### src/rtl/uart_pkg.sv
// Shared definitions for the 8N1 UART receive and transmit paths.
// Holds the frame FSM state encoding, the frame constants and the bit-period helper.
package uart_pkg;

    localparam int DATA_BITS = 8;
    localparam int STOP_BITS = 1;

    typedef enum logic [2:0] {
        IDLE      = 3'd0,
        START     = 3'd1,
        DATA      = 3'd2,
        STOP      = 3'd3,
        WAIT_IDLE = 3'd4
    } uart_state_e;

    // Truncating division: the receiver samples mid-bit, so it tolerates the small rate error.
    function automatic int clks_per_bit(input int clk_hz, input int baud);
        return clk_hz / baud;
    endfunction

endpackage

### src/rtl/rxd_sync.sv
// Two-flop synchroniser for an asynchronous pad input.
// The reset value is a parameter so an idle-high line does not look like an edge after reset.
module rxd_sync #(
    parameter logic RESET_VAL = 1'b1
) (
    input  logic i_clk,
    input  logic i_rst,
    input  logic i_d,
    output logic o_q
);

    logic r_meta;
    logic r_sync;

    always_ff @(posedge i_clk or posedge i_rst) begin
        if (i_rst) begin
            r_meta <= RESET_VAL;
            r_sync <= RESET_VAL;
        end else begin
            r_meta <= i_d;
            r_sync <= r_meta;
        end
    end

    assign o_q = r_sync;

endmodule

### src/rtl/uart_rx.sv
// 8N1 serial receiver: mid-bit sampling FSM, shift register and a one-deep holding register.
// Framing errors and overruns are reported as one-cycle pulses.
module uart_rx
    import uart_pkg::*;
#(
    parameter int CLKS_PER_BIT = 416
) (
    input  logic        CLK,
    input  logic        RESET,
    input  logic        RXD,
    output logic [7:0]  rx_data,
    output logic        rx_valid,
    input  logic        rx_ready,
    output logic        rx_frame_err,
    output logic        rx_overrun,
    output uart_state_e dbg_state
);

    // Handshake: a byte transfers on any cycle with rx_valid & rx_ready; rx_valid and
    // rx_data stay stable until that cycle, and rx_ready while rx_valid=0 has no effect.

    localparam int BW = (CLKS_PER_BIT > 1) ? $clog2(CLKS_PER_BIT) : 1;
    localparam logic [BW-1:0] HALF_M1 = BW'(CLKS_PER_BIT / 2 - 1);
    localparam logic [BW-1:0] FULL_M1 = BW'(CLKS_PER_BIT - 1);
    localparam logic [2:0]    LAST_BIT = 3'(DATA_BITS - 1);

    uart_state_e            r_state;
    uart_state_e            w_next_state;
    logic [BW-1:0]          r_baud;
    logic [2:0]             r_bit;
    logic [DATA_BITS-1:0]   r_shift;
    logic [DATA_BITS-1:0]   r_data;
    logic                   r_valid;
    logic                   r_frame_err;
    logic                   r_overrun;

    logic w_rxs;
    logic w_half_tick;
    logic w_full_tick;
    logic w_baud_clr;
    logic w_shift_en;
    logic w_good;
    logic w_bad;

    rxd_sync #(.RESET_VAL(1'b1)) u_rxd_sync (
        .i_clk (CLK),
        .i_rst (RESET),
        .i_d   (RXD),
        .o_q   (w_rxs)
    );

    assign w_half_tick = (r_baud == HALF_M1);
    assign w_full_tick = (r_baud == FULL_M1);

    always_ff @(posedge CLK or posedge RESET) begin
        if (RESET) begin
            r_state <= IDLE;
        end else begin
            r_state <= w_next_state;
        end
    end

    always_comb begin
        w_next_state = r_state;
        w_baud_clr   = 1'b0;
        w_shift_en   = 1'b0;
        w_good       = 1'b0;
        w_bad        = 1'b0;
        case (r_state)
            IDLE: begin
                if (!w_rxs) begin
                    w_next_state = START;
                    w_baud_clr   = 1'b1;
                end
            end
            START: begin
                // A start bit that has gone high again by mid-bit was only a glitch.
                if (w_half_tick) begin
                    w_baud_clr   = 1'b1;
                    w_next_state = w_rxs ? IDLE : DATA;
                end
            end
            DATA: begin
                if (w_full_tick) begin
                    w_baud_clr = 1'b1;
                    w_shift_en = 1'b1;
                    if (r_bit == LAST_BIT) begin
                        w_next_state = STOP;
                    end
                end
            end
            STOP: begin
                if (w_full_tick) begin
                    w_baud_clr = 1'b1;
                    if (w_rxs) begin
                        w_good       = 1'b1;
                        w_next_state = IDLE;
                    end else begin
                        w_bad        = 1'b1;
                        w_next_state = WAIT_IDLE;
                    end
                end
            end
            WAIT_IDLE: begin
                if (w_rxs) begin
                    w_next_state = IDLE;
                end
            end
            default: w_next_state = IDLE;
        endcase
    end

    always_ff @(posedge CLK or posedge RESET) begin
        if (RESET) begin
            r_baud  <= '0;
            r_bit   <= '0;
            r_shift <= '0;
        end else begin
            if (w_baud_clr || r_state == IDLE || r_state == WAIT_IDLE) begin
                r_baud <= '0;
            end else begin
                r_baud <= r_baud + 1'b1;
            end

            if (r_state == IDLE) begin
                r_bit <= '0;
            end else if (w_shift_en && r_bit != LAST_BIT) begin
                r_bit <= r_bit + 1'b1;
            end

            if (w_shift_en) begin
                r_shift <= {w_rxs, r_shift[DATA_BITS-1:1]};
            end
        end
    end

    // A byte being accepted this cycle frees the register for a frame completing in the same cycle.
    always_ff @(posedge CLK or posedge RESET) begin
        if (RESET) begin
            r_data      <= '0;
            r_valid     <= 1'b0;
            r_frame_err <= 1'b0;
            r_overrun   <= 1'b0;
        end else begin
            r_frame_err <= w_bad;
            r_overrun   <= 1'b0;
            if (w_good) begin
                if (!r_valid || rx_ready) begin
                    r_data  <= r_shift;
                    r_valid <= 1'b1;
                end else begin
                    r_overrun <= 1'b1;
                end
            end else if (r_valid && rx_ready) begin
                r_valid <= 1'b0;
            end
        end
    end

    assign rx_data      = r_data;
    assign rx_valid     = r_valid;
    assign rx_frame_err = r_frame_err;
    assign rx_overrun   = r_overrun;
    assign dbg_state    = r_state;

endmodule

### config.mk
export PLATFORM = sky130hd
export DESIGN_NAME = uart_rx
export DESIGN_NICKNAME = d
export VERILOG_FILES = /design/src/rtl/uart_pkg.sv /design/src/rtl/rxd_sync.sv /design/src/rtl/uart_rx.sv
export SDC_FILE = /design/constraint.sdc
export NUM_CORES = 1
export LEC_CHECK = 0
export ABC_AREA = 1
export BUFFER_PORTS_ARGS = -buffer_cell sky130_fd_sc_hd__clkbuf_2
export CORE_ASPECT_RATIO = 1.4
export CORE_MARGIN = 2
export CORE_UTILIZATION = 45
export DETAILED_ROUTE_END_ITERATION = 10
export MAX_ROUTING_LAYER = met4
export RECOVER_POWER = 100
export SYNTH_ARGS = -nofsm -noshare
export SYNTH_HDL_FRONTEND = slang
export SYNTH_HIERARCHICAL = 1
export SYNTH_SLANG_ARGS = --single-unit
### constraint.sdc
create_clock -name CLK -period 2.6 [get_ports CLK]
set_input_delay 0.26 -clock CLK [delete_from_list [all_inputs] [get_ports CLK]]
set_output_delay 0.26 -clock CLK [all_outputs]
set_load 0.005 [all_outputs]
==> flow_metrics.py, run 1 <==
metrics = {
    "global_routing": {
        "track_usage_pct": 16.11,
        "grt_max_degree": 35,
        "grt_first_pass_wirelength_um": 5278,
        "first_global_vias": 1269,
        "antenna_found_initial": 0,
        "overflow": 0,
    },
    "power_and_ir_drop": {
        "irDropWorstVdd_uv": 278.3,
        "p_leak_nw": 0.9302,
        "powerDensity_nw_per_um2": 539.3,
    },
    "die": {
        "fp.dieW_um": 55.82,
        "start_util_pct": 46.43,
        "io_pins": 18,
        "die_h_um": 76.55,
        "die_area_um2": 4273,
        "core_um2": 3643,
        "row_count": 26,
    },
    "route": {
        "vias_per_cell": 4.925,
        "vias": 1251,
        "drcViolationCount": 0,
        "wirelength_um": 2903,
        "antenna_left": 0,
        "drt_iter0_drc": 32,
        "drtPass1Iterations": 4,
        "wire_per_inst_um": 11.43,
    },
    "sta": {
        "setup_violations": 0,
        "fmax_mhz": 506.0,
        "fin_crit_ns": 1.976,
        "clock_skew_ns": 0.008174,
        "slew_viol_final": 0,
        "min_period_over_period_pct": 76.01,
        "worstMarginPinSlew_ns": 0.8221,
        "rsz0062_at_grt": "false",
        "hold_violations": 0,
        "setup_tns_ns": 0,
        "slew_headroom_pct": 45.19,
    },
    "critical_path": {
        "crit_required_ns": 2.76,
        "cp_max_fo": 17,
        "cp_slowest_cell": "dfrtp_1",
        "worstSetupStartpointType": "register",
        "crit_arrival_ns": 2.14,
        "cp_common_cell": "nor2_1",
        "cpPeakStageDelay_ns": 0.37,
        "critPathCaptureType": "register",
        "crit_chain": "ha_1 > nand3_1 > nor2_1 > nand2_1 > nor2_4 > nand2_4 > o21ai_0 > nor2_1",
        "crit_type": "register to register",
    },
    "synth": {
        "netlist_area_um2": 1692,
        "synth_flop_cell": "dfrtp_1",
        "synth_area_leaders": "dfrtp_1, nand2_1, inv_1",
        "synthCells": 187,
        "yosys_warnings": 6,
        "ys_async_sr_fraction_pct": 100.0,
        "synth_nets": 194,
        "yosys.cell_count.top_type": "nand2_1",
        "netlist.area_leader.share_pct": 50.30,
        "synth-edff-count": 0,
        "avgSynthCellArea_um2": 9.046,
        "yosysTopAreaCell": "dfrtp_1",
        "synth.distinct_cells": 25,
        "netlist_top_cells_count": "nand2_1, dfrtp_1, inv_1, nor2_1, o21ai_0",
        "synth_seq_cells": 36,
        "synth_seq_area_share_pct": 53.40,
    },
    "min_path": {
        "hp-class": "input port to register",
    },
    "clock_network": {
        "worstSkewPairLatency_ns": 0.28,
        "cts_sinks": 36,
        "h-tree-depth": 2,
        "cts_buffers": 5,
        "cts_resized": 0,
        "cts_hold_buf": 1,
        "cts_tree": "done",
        "clkSlewWorstSetupHoldPaths_ns": 0.07,
        "cts_setup_buffers": 0,
        "cts_root_buffer": "clkbuf_8",
        "clock_path_buffers": 2,
    },
    "cells_and_area": {
        "final_core_util_pct": 51.10,
        "final_cells": 254,
        "final-seq-area_um2": 903.4,
        "final_area_um2": 1862,
        "multi_input_area_um2": 599.3,
        "antenna_cells": 0,
        "nFillCells": 355,
        "area_delta_synth_final_pct": 10.06,
        "drive_above_1_share_pct": 15.09,
        "fin_nets": 218,
    },
    "placed_design": {
        "place_inst": 245,
        "dp_hpwl_um": 2159,
        "portBuffers": 17,
        "dpl-instance-area_um2": 1814,
        "place_congestion": 0.9185,
    },
    "run": {
        "cap_violations": 0,
    },
    "status": {
        "outcome": "complete, no violations",
    },
}
placed cells by master, fill, tap and decap left out, drive strengths merged:
master / Yosys / layout
ha: 3 / 3
buf: 2 / 1
clkbuf: 0 / 25
nor4: 1 / 1
nand3: 11 / 11
dlygate4sd3: 0 / 1
o21ai: 22 / 22
nor2: 26 / 26
a31oi: 1 / 1
nor3: 3 / 3
nand3b: 1 / 1
dfrtp: 34 / 34
dfstp: 2 / 2
xnor2: 3 / 3
inv: 30 / 30
nand2: 46 / 46
xor2: 2 / 2
metrics by stage:
step / hold slack [ns] / power (mW) / setup slack (ns)
2_1_floorplan: 0.1715 / 0.5848 / 1.127
3_3_place_gp: 0.2754 / 0.5916 / 0.9821
3_5_place_dp: 0.2885 / 0.5922 / 0.8950
4_1_cts: 0.04779 / 1.025 / 0.8846
5_1_grt: 0.04561 / 1.054 / 0.3525
6_report: 0.05736 / 1.004 / 0.6236
critical path, delay by kind of cell (launching register included):
kind                       cells  cell delay (ns)
AOI/OAI and AO/OA              1             0.20
and+or+nand+nor                6             1.10
adders and majority gates      1             0.20
DFF                            1             0.37
sequential cells by signal, summed over array words and instances (netlist names):
register and cells:
dbg_state 3, r_baud 9, rx_valid 1, rx_data 8
rx_overrun 1, rx_frame_err 1, r_shift 8, r_bit 3
u_rxd_sync/r_meta 1, u_rxd_sync/o_q 1
worst paths after layout:
| path | cells past startpoint | start | to | slack (ns) |
|---|---|---|---|---|
| setup / recovery | 8 | r_baud[0] | r_bit[1] | 0.62 |
| hold / removal | 1 | RXD | u_rxd_sync/r_meta | 0.06 |
| setup reg to reg | 8 | r_baud[0] | r_bit[1] | 0.62 |
| hold reg to reg | 0 | u_rxd_sync/r_meta | u_rxd_sync/o_q | 0.36 |
| max in group asynchronous | 4 | RESET | r_baud[4] | 1.32 |
| min in group asynchronous | 3 | RESET | u_rxd_sync/r_meta | 0.53 |
where the power goes:
part	total (mW)	leakage, nW	internal, mW	switching, mW
Clock	0.423	0.0515	0.242	0.182
Sequential	0.564	0.481	0.563	0.00151
Combinational	0.0163	0.397	0.00368	0.0126
Total	1.00	0.930	0.808	0.196
kinds of logic (layout without fill, tap and decap cells):
| group | count (synthesis) | count (layout) | synth area share (%) |
|---|---|---|---|
| AND/OR/NAND/NOR | 88 | 88 | 25.15 |
| buffers and inverters | 32 | 57 | 7.988 |
| XOR/XNOR | 5 | 5 | 2.589 |
| adder cells (fa/ha/maj) | 3 | 3 | 2.219 |
| flip-flops | 36 | 36 | 53.40 |
| AO/OA/AOI/OAI | 23 | 23 | 8.654 |
cell type report:
type | instances | area share (%)
clock buffers | 8 | 5.376
flip-flops and latches | 36 | 48.52
inverters | 30 | 6.048
well taps | 42 | 2.823
multi-input cells | 119 | 32.19
repair buffers | 19 | 5.040
per-layer routing:
metal	wire, um	vias to the layer above	track usage [%]
li1	-	624	-
met3	98	7	4.075
met5	0	-	-
met4	68	0	8.095
met1	1227	597	16.98
met2	1508	23	27.62
Note: power is estimated with default switching activity, not from simulation.
==> run 2: changes to the inputs <==
- PLACE_DENSITY: default -> 0.66
- clock period: 2.6 -> 1.75 ns (I/O delays scaled with it)
==> run 2 against run 1 <==
Net effect:
- maximum frequency up 25%
- wire length down 3.6%
- clock power up 51%
- global-route usage down 0.86 points
- clock skew down 0.0023 ns
- setup slack worse by 0.45 ns
- total power up 50%
- largest power group unchanged
==> flow_metrics.py, run 2 (synthesis results as in run 1) <==
metrics = {
    "status": {
        "outcome": "complete, no violations",
    },
    "power_and_ir_drop": {
        "irDropWorstVdd_uv": 593.2,
        "p_leak_nw": 0.9749,
        "powerDensity_nw_per_um2": 775.9,
    },
    "run": {
        "cap_violations": 0,
    },
    "clock_network": {
        "cts_tree": "done",
        "cts_sinks": 36,
        "cts_setup_buffers": 0,
        "clkSlewWorstSetupHoldPaths_ns": 0.07,
        "clock_path_buffers": 2,
        "h-tree-depth": 2,
        "cts_root_buffer": "clkbuf_8",
        "cts_buffers": 5,
        "worstSkewPairLatency_ns": 0.28,
    },
    "placed_design": {
        "dp_hpwl_um": 1992,
        "dpl-instance-area_um2": 1834,
        "place_congestion": 0.7586,
        "place_inst": 246,
        "portBuffers": 17,
    },
    "die": {
        "die_area_um2": 4273,
        "die_h_um": 76.55,
        "core_um2": 3643,
        "io_pins": 18,
        "row_count": 26,
        "start_util_pct": 46.43,
        "fp.dieW_um": 55.82,
    },
    "sta": {
        "setup_tns_ns": 0,
        "slew_headroom_pct": 45.35,
        "min_period_over_period_pct": 90.22,
        "worstMarginPinSlew_ns": 0.8198,
        "clock_skew_ns": 0.005915,
        "fin_crit_ns": 1.579,
        "rsz0062_at_grt": "false",
        "fmax_mhz": 633.4,
        "hold_ws_ns": 0.3298,
        "slew_viol_final": 0,
        "setup_violations": 0,
        "hold_violations": 0,
    },
    "critical_path": {
        "critPathCaptureType": "register",
        "crit_required_ns": 1.91,
        "crit_arrival_ns": 1.74,
        "rr_startpoint": "r_baud[0]",
        "crit_type": "register to register",
        "cp_max_fo": 9,
        "critPathLaunch": "r_baud[0]",
        "worstSetupStartpointType": "register",
    },
    "cells_and_area": {
        "final_cells": 257,
        "largest_reg_flops": 9,
        "largest-register": "r_baud",
        "fin_nets": 221,
        "final_core_util_pct": 53.23,
        "final_common_cell": "nand2_1",
        "final_cell_mix": "nand2_1, dfrtp_1, inv_1, nor2_1, o21ai_0",
        "area_delta_synth_final_pct": 14.64,
        "final_area_um2": 1939,
        "antenna_cells": 0,
        "drive_above_1_share_pct": 18.60,
    },
    "route": {
        "wl_met1_um": 1246,
        "top_layer": "met4",
        "drtPass1Iterations": 4,
        "wirelength_um": 2798,
        "wire_per_inst_um": 10.89,
        "drt_iter0_drc": 25,
        "dr_wl_met3_um": 71,
        "vias_per_cell": 4.712,
        "vias": 1211,
        "antenna_left": 0,
        "met2RoutedLength_um": 1429,
        "drcViolationCount": 0,
    },
    "global_routing": {
        "overflow": 0,
        "grt_max_degree": 35,
        "grt_first_pass_wirelength_um": 4968,
        "first_global_vias": 1176,
        "antenna_found_initial": 0,
        "track_usage_pct": 15.25,
    },
    "min_path": {
        "hp-start": "rx_ready",
        "hp-class": "input port to register",
    },
}
==> run 2: what timing repair did <==
action / CTS / global route
endpoints found under the setup margin: 0 / 1
resized for setup: 0 / 1
endpoints found under the hold margin: 37 / 0
hold buffers: 2 / 0
==> run 2: routing by layer <==
layer,up-vias,track usage (%)
met5,-,-
met4,0,6.429
met3,5,4.075
met2,16,25.24
met1,560,17.35
li1,630,-
==> run 2: worst max-delay path, stage by stage (launching register included) <==
cell,delay (ns)
dfrtp_1,0.37
ha_1,0.21
nand3_2,0.14
nor2_4,0.16
nand2_4,0.10
nor2_4,0.16
nand3_4,0.15
nand2_1,0.09
o21ai_0,0.09
==> run 2: layout make-up <==
type	instances	area (um^2)
Clock buffer	8	100.1
Fill cell	346	1704
Inverter	30	112.6
Multi-Input combinational cell	120	645.6
Sequential cell	36	903.4
Tap cell	42	52.55
Timing Repair Buffer	21	125.1
==> run 2: final timing paths <==
| kind | slack [ns] | end | depth (start not counted) |
|---|---|---|---|
| max in group asynchronous | 0.56 | r_baud[3] | 4 |
| min | 0.33 | rx_valid | 4 |
| min in group asynchronous | 0.46 | u_rxd_sync/o_q | 3 |
| max | 0.17 | rx_data[1] | 8 |
| max reg2reg | 0.17 | rx_data[1] | 8 |
| min reg2reg | 0.36 | u_rxd_sync/o_q | 0 |
==> run 2: power breakdown <==
group | internal, mW | total, mW | switching [mW]
Combinational | 0.00724 | 0.0267 | 0.0194
Clock | 0.359 | 0.640 | 0.281
Sequential | 0.836 | 0.838 | 0.00210
==> run 2: through the flow <==
step / setup WS [ns] / power [mW]
global placement: 0.1980 / 0.8792
CTS: 0.1353 / 1.526
floorplan: 0.2769 / 0.8689
finish: 0.1712 / 1.505
global route: 0.009508 / 1.568
detailed placement: 0.1444 / 0.8797
